===== config.mk =====
export PLATFORM = sky130hd
export DESIGN_NAME = switch_debounce
export DESIGN_NICKNAME = d
export VERILOG_FILES = /design/src/rtl/switch_debounce.sv
export SDC_FILE = /design/constraint.sdc
export NUM_CORES = 1
export LEC_CHECK = 0
export ABC_AREA = 1
export CAP_MARGIN = 20
export CORE_ASPECT_RATIO = 1.2
export CORE_MARGIN = 1
export CORE_UTILIZATION = 51
export DETAILED_ROUTE_END_ITERATION = 6
export PLACE_DENSITY = 0.76
export SLEW_MARGIN = 20
export SYNTH_ARGS = -nofsm -noshare
export SYNTH_HDL_FRONTEND = slang
export SYNTH_SLANG_ARGS = --single-unit

===== constraint.sdc =====
create_clock -name clk -period 1.2 [get_ports clk]
set_input_delay 0.24 -clock clk [delete_from_list [all_inputs] [get_ports clk]]
set_output_delay 0.24 -clock clk [all_outputs]
set_load 0.02 [all_outputs]

===== src/rtl/switch_debounce.sv =====
// ============================================================================
// switch_debounce : N-channel switch synchronizer/debouncer with edge pulses
// Revision 1.0
// ============================================================================
`default_nettype none

module switch_debounce #(
  parameter int N             = 6,
  parameter int STABLE_CYCLES = 4
) (
  input  logic         clk,
  input  logic         rst_n,
  input  logic [N-1:0] sw_in,
  output logic [N-1:0] sw_level,
  output logic [N-1:0] sw_rise,
  output logic [N-1:0] sw_fall,
  output logic [N-1:0] sw_toggle
);

  localparam int                CNT_W   = ($clog2(STABLE_CYCLES) > 1) ? $clog2(STABLE_CYCLES) : 1;
  localparam logic [CNT_W-1:0]  CNT_MAX = CNT_W'(STABLE_CYCLES - 1);

  logic [N-1:0]     sync1;
  logic [N-1:0]     sync2;
  logic [CNT_W-1:0] cnt [N];

  always_ff @(posedge clk or negedge rst_n) begin
    if (!rst_n) begin
      sync1     <= '0;
      sync2     <= '0;
      sw_level  <= '0;
      sw_rise   <= '0;
      sw_fall   <= '0;
      sw_toggle <= '0;
      for (int i = 0; i < N; i++) begin
        cnt[i] <= '0;
      end
    end else begin
      sync1 <= sw_in;
      sync2 <= sync1;
      for (int i = 0; i < N; i++) begin
        sw_rise[i] <= 1'b0;
        sw_fall[i] <= 1'b0;
        if (sync2[i] == sw_level[i]) begin
          cnt[i] <= '0;
        end else if (cnt[i] == CNT_MAX) begin
          // Candidate level held long enough: commit it and flag the edge.
          cnt[i]      <= '0;
          sw_level[i] <= sync2[i];
          if (sync2[i]) begin
            sw_rise[i]   <= 1'b1;
            sw_toggle[i] <= ~sw_toggle[i];
          end else begin
            sw_fall[i] <= 1'b1;
          end
        end else begin
          cnt[i] <= cnt[i] + 1'b1;
        end
      end
    end
  end

endmodule

`default_nettype wire

==> flow_metrics.tcl <==
set metrics [dict create \
    status "finished with violations" \
    failed_checks "design-rule violations" \
    timing.final.hold_violations 0 \
    syn_inst 169 \
    biggest_area_contributors_in_the_synthesized_netlist "dfrtp_1 65%, ha_1 12%, nand2_1 8.6%" \
    htree_num_levels 2 \
    cts_buffer_depth 2 \
    num-nets-final 247 \
    syn-cell-area_um2 1836 \
    p_sw_share_pct 34.48 \
    critical-path-slowest-cell "dfrtp_1" \
    max_ir_drop_vdd_mv 1.084 \
    hold_class "register to register" \
    rr_worst_depth 7 \
    finish.utilization_pct 70.67 \
    synth_mux_area_share_pct 0 \
    drt_first_iter_violations 41 \
    synth_simple_gate_area_share_pct 15.95 \
    worst-path-buf-inv 1 \
    timing.setup.critical_path_class "register to primary output" \
    finalMaxSlewViolations 0 \
    timing.critical_path.to_type "primary output" \
    crit_path_max_fanout 2 \
    final_common_cell "dfrtp_1" \
    detailed_place_hpwl_mm 2.220 \
    max_cap_violation_count 0 \
    cp_data_arrival_time_ns 0.93 \
    max_freq_mhz 854.1 \
    internal-power_uw 3448 \
    floorplan.io_pins 32 \
    floorplan.core_area_um2 3396 \
    mappedNetlistNets 195 \
    clk_transition_reported_paths_ns 0.08 \
    synth_seq_cells 48 \
    critPathMaxStageDelay_ns 0.38 \
    startpoint_type "register" \
    floorplan.initialDensity_pct 54.05 \
    fillers 266 \
    antenna-diode-count 0 \
    ctsRootBufferMaster "clkbuf_8" \
    floorplan.die.width_um 56.77 \
    crit_path_cell_trace "clkdlybuf4s15_2" \
    power.density_cell_area_nw_per_um2 2193 \
    distinct_cell_type_count_of_the_synthesized_netlist 8 \
    power.sequential.fraction_pct 42.6 \
    critPathRequiredTime_ns 0.96 \
    globalRouteOverflowTotal 0 \
    grt_max_degree 37 \
    chipHeight_um 67.72 \
    power.static_leakage_uw 0.001326 \
    comb_power_share_pct 38.4 \
    final.setup.tns_ns 0 \
    skew_ns 0.003933 \
    grt_pass1_wl_mm 4.788 \
    whs_path_depth 0 \
    antenna_left 0 \
    synth_compound_gate_area_share_pct 0 \
    die_area_um2 3844 \
    max_slew.worst_pin.slew_ns 0.3152 \
    number_of_failing_setup_endpoints_in_the_final_timing_report 0 \
    synth-adder-area-share_pct 12.27 \
    clk_latency_ns 0.30 \
    post-synth-top-area-cell "dfrtp_1" \
    tritoncts_num_sinks 48 \
    largest_family_of_logic_cells_by_synthesized_area "simple AND/OR/NAND/NOR gates" \
    final_cell_mix "48 x dfrtp_1, 42 x nand2_1, 22 x inv_1" \
    path_delay_family "flip-flops" \
    fp-row-count 23 \
    synth_xor_area_share_pct 0 \
    antenna_found_initial 0 \
    seq_area_frac_synth_pct 65.44 \
    via_per_inst 4.884 \
    synthToLayoutAreaGrowth_pct 30.74 \
    vias_in_the_first_global_route 1212 \
    cts_tree "built" \
    synth_top_cell_area_share_pct 65.44 \
    min_period_over_period_pct 97.56 \
    groute.usage.overall_pct 17.16 \
    slew_headroom_pct 78.99 \
    number_of_cells_on_the_critical_path 1 \
    drc 8 \
    port-buffer-count 31 \
    pwr-share-clk_pct 19.0 \
    cts_inserted_buffers 5 \
    vias 1260 \
    switching_power_uw 1814 \
    detail_route.wirelength_mm 3.151 \
    post_drt_wl_per_cell_um 12.21 \
    gp_routability_congestion 0.7740 \
    final.min_clock_period_ns 1.171 \
    dr.pass1.iters 7 \
    final_layout_size_suffix_gt1_share_pct 26.70 \
    synthesis.yosys.warnings 0 \
    syn_avg_cell_area_um2 10.86 \
]
## registers in the layout (all words and copies together), names as in the netlist
register / cells
sw_toggle: 6
sync1: 6
sw_rise: 6
sw_level: 6
sw_fall: 6
cnt: 12
sync2: 6
## per-stage QoR
| stage | hold WS, ns | instances | cell area (um2) | setup WS (ns) | total power [uW] |
|---|---|---|---|---|---|
| after floorplan | -0.05559 | 169 | 1836 | 0.04415 | 3290 |
| after global placement | 0.1395 | 249 | 2290 | 0.01740 | 4093 |
| after detailed placement | 0.1532 | 249 | 2290 | -0.003448 | 4239 |
| after CTS | 0.3548 | 257 | 2404 | 0.0006891 | 5183 |
| after global routing | 0.3609 | 258 | 2400 | -0.01003 | 5665 |
| final | 0.3532 | 258 | 2400 | 0.02924 | 5263 |
## cells by family after synthesis
| logic type | Yosys count |
|---|---|
| flip-flops | 48 |
| adder cells (fa/ha/maj) | 18 |
| buffers and inverters | 31 |
| AND/OR/NAND/NOR | 72 |
## synth_stat cells, drive strengths merged
library cell and count:
dfrtp 48, ha 18, inv 31, nand2 42, nand3 12, nor2 12
nor3 6
## worst paths after layout
kind / slack, ns / to / startpoint
max: 0.03 / sw_toggle[3] / sw_toggle[3]$_DFFE_PN0P_
min: 0.35 / sync2[4]$_DFF_PN0_ / sync1[4]$_DFF_PN0_
max reg2reg: 0.04 / sw_level[4]$_DFFE_PN0P_ / sw_level[4]$_DFFE_PN0P_
min reg2reg: 0.35 / sync2[4]$_DFF_PN0_ / sync1[4]$_DFF_PN0_
max in group asynchronous: 0.36 / cnt[2]$_DFF_PN0_ / rst_n
min in group asynchronous: 0.36 / sync2[3]$_DFF_PN0_ / rst_n
## metal layers
layer	GRT usage [%]	vias up	wire length, um
met4	14.33	0	96
met1	16.31	604	1118
met2	31.25	32	1815
li1	-	614	-
met5	0	-	0
met3	4.406	10	120
## final cells by class
class	count	area (um2)	area share, %
flip-flops and latches	48	1201	50.05
well taps	37	46.29	1.929
repair buffers	45	359.1	14.96
clock buffers	7	96.34	4.015
inverters	31	116.4	4.849
multi-input cells	90	580.6	24.19
## power groups by stage
stage | Clock (uW) | Combinational, uW | Sequential (uW)
5_1_grt | 1080 | 2290 | 2290
3_5_place_dp | 0 | 1960 | 2280
6_report | 1000 | 2020 | 2240
2_1_floorplan | 0 | 759 | 2530
4_1_cts | 1030 | 1900 | 2250
3_3_place_gp | 0 | 1850 | 2240
## repair_timing
action / CTS / global route
pin swaps: 0 / 0
setup buffers: 0 / 1
endpoints found under the setup margin: 27 / 24
endpoints found under the hold margin: 12 / 0
gates resized for setup: 69 / 28
hold buffers: 1 / 0
cloned: 0 / 0
No activity file was read; power rests on OpenSTA's default activity.
